$ cat config.mk
export PLATFORM = sky130hd
export DESIGN_NAME = finish_req_gen
export DESIGN_NICKNAME = d
export VERILOG_FILES = /design/src/rtl/finish_req_gen_pkg.sv /design/src/rtl/finish_req_gen_watchdog.sv /design/src/rtl/finish_req_gen.sv
export SDC_FILE = /design/constraint.sdc
export NUM_CORES = 1
export LEC_CHECK = 0
export BUFFER_PORTS_ARGS = -buffer_cell sky130_fd_sc_hd__buf_2
export CAP_MARGIN = 10
export CORE_AREA = 5 5 60 62
export CTS_BUF_LIST = sky130_fd_sc_hd__clkbuf_2 sky130_fd_sc_hd__clkbuf_4 sky130_fd_sc_hd__clkbuf_8
export DETAILED_ROUTE_END_ITERATION = 7
export DIE_AREA = 0 0 65 67
export PLACE_DENSITY = 0.83
export SKIP_LAST_GASP = 1
export SYNTH_ARGS = -nofsm -noshare
export SYNTH_HDL_FRONTEND = slang
export SYNTH_HIERARCHICAL = 1
export SYNTH_SLANG_ARGS = --single-unit
$ cat constraint.sdc
create_clock -name i_clk -period 5.5 [get_ports i_clk]
set_input_delay 0.55 -clock i_clk [delete_from_list [all_inputs] [get_ports i_clk]]
set_output_delay 0.55 -clock i_clk [all_outputs]
set_load 0.01 [all_outputs]
$ cat src/rtl/finish_req_gen_pkg.sv
// Shared constants and state encoding for the finish request producer and its
// consumer-side monitor.
package finish_req_gen_pkg;

    localparam int FINISH_ARG_W = 9;
    localparam int EXITCODE_W   = 8;
    localparam logic [EXITCODE_W-1:0] WATCHDOG_EXITCODE = 8'hFF;

    typedef enum logic [1:0] {
        ST_IDLE   = 2'd0,
        ST_DRAIN  = 2'd1,
        ST_FIRE   = 2'd2,
        ST_HALTED = 2'd3
    } state_t;

    // A store only arms an exit when it hits TOHOST, writes the low halfword
    // and carries the "exit" tag in bit 0.
    function automatic logic is_exit_req(input logic [31:0] addr,
                                         input logic [31:0] tohost,
                                         input logic [1:0]  be_lo,
                                         input logic        tag);
        return (addr == tohost) && (be_lo == 2'b11) && tag;
    endfunction

endpackage

$ cat src/rtl/finish_req_gen_watchdog.sv
// IDLE-cycle watchdog: counts enabled cycles and pulses o_expire on the
// terminal count. WATCHDOG_CYCLES of 0 disables expiry entirely.
module finish_watchdog #(
    parameter int unsigned WATCHDOG_CYCLES = 0
) (
    input  logic i_clk,
    input  logic i_rst_n,
    input  logic i_en,
    input  logic i_clr,
    output logic o_expire
);

    localparam logic [31:0] WD_TC = 32'(WATCHDOG_CYCLES) - 32'd1;

    logic [31:0] r_cnt;

    always_ff @(posedge i_clk or negedge i_rst_n) begin
        if (!i_rst_n)   r_cnt <= '0;
        else if (i_clr) r_cnt <= '0;
        else if (i_en)  r_cnt <= r_cnt + 32'd1;
    end

    assign o_expire = (WATCHDOG_CYCLES != 0) && i_en && (r_cnt == WD_TC);

endmodule

$ cat src/rtl/finish_req_gen.sv
// TOHOST MMIO slave: arms an exit on a tagged store, waits for console drain,
// emits one {finish, exitcode} strobe and then parks until reset.
module finish_req_gen
    import finish_req_gen_pkg::*;
#(
    parameter logic [31:0] TOHOST_ADDR     = 32'h4000_1000,
    parameter int unsigned DRAIN_QUIET     = 16,
    parameter int unsigned WATCHDOG_CYCLES = 0
) (
    input  logic                    i_clk,
    input  logic                    i_rst_n,
    input  logic                    i_st_valid,
    output logic                    o_st_ready,
    input  logic [31:0]             i_st_addr,
    input  logic [31:0]             i_st_data,
    input  logic [3:0]              i_st_byte_en,
    input  logic                    i_drain_busy,
    output logic [FINISH_ARG_W-1:0] o_finish_arg,
    output logic                    o_halted,
    output logic                    o_timed_out
);

    localparam int QW = $clog2(DRAIN_QUIET + 1);
    localparam logic [QW-1:0] QUIET_TC = QW'(DRAIN_QUIET);

    state_t                r_state;
    logic [EXITCODE_W-1:0] r_code;
    logic [QW-1:0]         r_quiet;

    logic w_exit_req;
    logic w_wd_en;
    logic w_wd_expire;
    logic w_unused;

    assign o_st_ready = (r_state == ST_IDLE) || (r_state == ST_HALTED);
    assign w_exit_req = i_st_valid && (r_state == ST_IDLE) &&
                        is_exit_req(i_st_addr, TOHOST_ADDR, i_st_byte_en[1:0], i_st_data[0]);
    assign w_wd_en    = (r_state == ST_IDLE);
    assign w_unused   = &{1'b0, i_st_data[31:9], i_st_byte_en[3:2]};

    finish_watchdog #(
        .WATCHDOG_CYCLES(WATCHDOG_CYCLES)
    ) u_wd (
        .i_clk   (i_clk),
        .i_rst_n (i_rst_n),
        .i_en    (w_wd_en),
        .i_clr   (!w_wd_en),
        .o_expire(w_wd_expire)
    );

    always_ff @(posedge i_clk or negedge i_rst_n) begin
        if (!i_rst_n) begin
            r_state      <= ST_IDLE;
            r_code       <= '0;
            r_quiet      <= '0;
            o_finish_arg <= '0;
            o_halted     <= 1'b0;
            o_timed_out  <= 1'b0;
        end else begin
            case (r_state)
                ST_IDLE: begin
                    // A store landing on the watchdog's last cycle takes priority.
                    if (w_exit_req) begin
                        r_code  <= i_st_data[8:1];
                        r_quiet <= '0;
                        r_state <= ST_DRAIN;
                    end else if (w_wd_expire) begin
                        r_code      <= WATCHDOG_EXITCODE;
                        o_timed_out <= 1'b1;
                        r_quiet     <= '0;
                        r_state     <= ST_DRAIN;
                    end
                end
                ST_DRAIN: begin
                    if (i_drain_busy)           r_quiet <= '0;
                    else if (r_quiet != QUIET_TC) r_quiet <= r_quiet + 1'b1;
                    if (r_quiet == QUIET_TC) begin
                        o_finish_arg <= {1'b1, r_code};
                        r_state      <= ST_FIRE;
                    end
                end
                ST_FIRE: begin
                    o_finish_arg <= {1'b0, r_code};
                    o_halted     <= 1'b1;
                    r_state      <= ST_HALTED;
                end
                default: ;
            endcase
        end
    end

endmodule

==> flow_metrics.py <==
metrics = {
    "sta": {
        "report.final.slew_viol_count": 0,
        "rsz0062_at_grt": "false",
        "fin_setup_tns_ns": 0,
        "fmax_mhz": 351.8,
        "fin_ws_ns": 2.658,
        "finalSetupViolCount": 0,
        "min_period_ns": 2.842,
        "relSlewSlack_pct": 43.79,
        "fin_skew_ns": 0.006093,
        "hold_viol": 0,
        "fin_crit_sh_pct": 51.68,
        "tightest_slew_ns": 0.8368,
    },
    "power": {
        "p_per_area_mw_per_mm2": 203.7,
        "p_sw_w": 0.00006567,
        "seq_power_share_pct": 55.7,
        "combPwrFrac_pct": 6.2,
        "clockPowerShare_pct": 38.1,
        "leakagePower_nw": 0.9155,
        "vdd_drop_max_mv": 0.1107,
        "p_int_w": 0.0002776,
        "sw_frac_of_total_pct": 19.13,
    },
    "place": {
        "dpl.hpwl_mm": 2.342,
        "portBuffers": 58,
        "pre_cts_slack_ns": 2.647,
        "place_congestion": 0.7684,
    },
    "synthesis": {
        "syn-num-nets": 200,
        "syn_inst": 121,
        "ys.warnings.count": 6,
        "avgSynthCellArea_um2": 10.89,
        "syn-cell-area_mm2": 0.001318,
    },
    "critical_path": {
        "crit_arrival_ns": 3.07,
        "end_kind": "flop",
        "cp_max_fo": 19,
        "critPathLaunchType": "flop",
        "critPathKind": "flop to flop",
        "required_ns": 5.73,
        "rr_worst_depth": 7,
    },
    "floorplanning": {
        "rows": 20,
        "chipWidth_um": 65,
        "dieArea_mm2": 0.004355,
        "ios": 84,
        "die_y_um": 67,
        "core-area_mm2": 0.002978,
        "start_util_pct": 44.24,
    },
    "cts": {
        "htree_num_levels": 1,
        "clock_path_buffers": 2,
        "cts_resized": 0,
        "clockRootBuffer": "clkbuf_4",
        "cts_hold_buffers": 0,
        "cts_setup_buffers": 0,
        "clock_latency_ns": 0.33,
        "tritoncts": "done",
        "clock_sinks": 26,
        "clk_pin_slew_ns": 0.14,
        "cts_buffers": 3,
    },
    "global_routing": {
        "antenna_found_initial": 0,
        "grt_pass1_vias": 1063,
        "grt_pass1_wl_mm": 4.850,
        "grt_max_degree": 27,
        "grt_overflow_total": 0,
        "grt_use_total_pct": 14.47,
    },
    "job": {
        "maxCapViolations": 0,
    },
    "finish": {
        "drive_gt1_share_pct": 43.33,
        "n_fill_cell": 260,
        "layout.nets": 260,
        "area_delta_synth_final_pct": 27.92,
        "num_antenna_cells": 0,
        "multi_input_area_um2": 631.9,
        "regArea_um2": 650.6,
    },
    "route": {
        "vias_per_cell": 4.958,
        "drt-initial-drc-count": 39,
        "first_pass_iters": 6,
        "drt-total-wl_mm": 2.896,
        "ant_nets": 0,
        "route.detailed.drc": 0,
        "vias": 1056,
        "wl_per_cell_um": 13.60,
    },
    "outcome": {
        "status": "finished, final reports clean",
    },
    "worst_hold_path": {
        "hp-class": "input port to asynchronous set/reset pin",
    },
}
==> flip-flops by register name, indices dropped and copies added (netlist names) <==
signal        count
r_quiet           5
o_finish_arg      9
r_state           2
r_code            8
o_timed_out       1
o_halted          1
==> per-layer routing <==
metal	share of wire (%)	routed length [um]	GRT usage [%]	vias up
met4	1.6	46	5.277	0
li1	-	-	-	540
met5	0	0	0	-
met1	42	1219	17.58	489
met2	52	1511	25.54	22
met3	4.1	118	2.530	5
==> metrics by stage <==
stage | hold WS (ns) | total power (W) | instance area [um^2] | std cells | util [%]
floorplan | 0.2544 | 0.0001974 | 1318 | 121 | -
global placement | 0.4511 | 0.0002158 | 1633 | 209 | 54.83
detailed placement | 0.4501 | 0.0002165 | 1633 | 209 | 54.83
CTS | 0.2032 | 0.0003452 | 1685 | 213 | 56.60
global route | 0.2348 | 0.0003558 | 1685 | 213 | 56.60
finish | 0.1850 | 0.0003433 | 1685 | 213 | 56.60
==> cell type report <==
type,count,area share [%]
flip-flops and latches,26,38.60
multi-input cells,87,37.49
repair buffers,58,17.22
well taps,33,2.450
clock inverters,1,1.782
clock buffers,3,1.336
inverters,5,1.114
==> placed cells by master, fill, tap and decap left out, drive strengths merged, types with 3 or more instances in the layout <==
cell,instances
a21oi,3
buf,58
clkbuf,3
dfrtp,26
ha,7
inv,5
mux2,12
mux2i,3
nand2,13
nor2,12
nor4,6
o21ai,12
==> critical path: stages, from the launching register on <==
cell	delay [ns]
dfrtp_1	0.44
inv_1	0.12
ha_1	0.24
nand2_1	0.08
or4_4	0.50
nor4_4	0.76
o21ai_2	0.26
mux2_4	0.36
==> power by group through the flow <==
stage | combinational, W | clock [W] | sequential [W]
after floorplan | 0.00000255 | 0 | 0.000195
after global placement | 0.0000210 | 0 | 0.000195
after detailed placement | 0.0000217 | 0 | 0.000195
after CTS | 0.0000218 | 0.000132 | 0.000191
after global routing | 0.0000247 | 0.000140 | 0.000191
final | 0.0000214 | 0.000131 | 0.000191
==> path summary, 6_finish.rpt <==
| kind | slack (ns) | startpoint | to |
|---|---|---|---|
| setup / recovery | 2.66 | r_state[0] | r_quiet[2] |
| hold / removal | 0.18 | i_rst_n | o_finish_arg[0] |
| setup reg to reg | 2.66 | r_state[0] | r_quiet[2] |
| hold reg to reg | 0.48 | o_halted | o_halted |
| max in group asynchronous | 4.95 | i_rst_n | o_timed_out |
| min in group i_clk | 0.42 | i_st_data[3] | r_code[2] |
No activity file was read; power rests on OpenSTA's default activity.
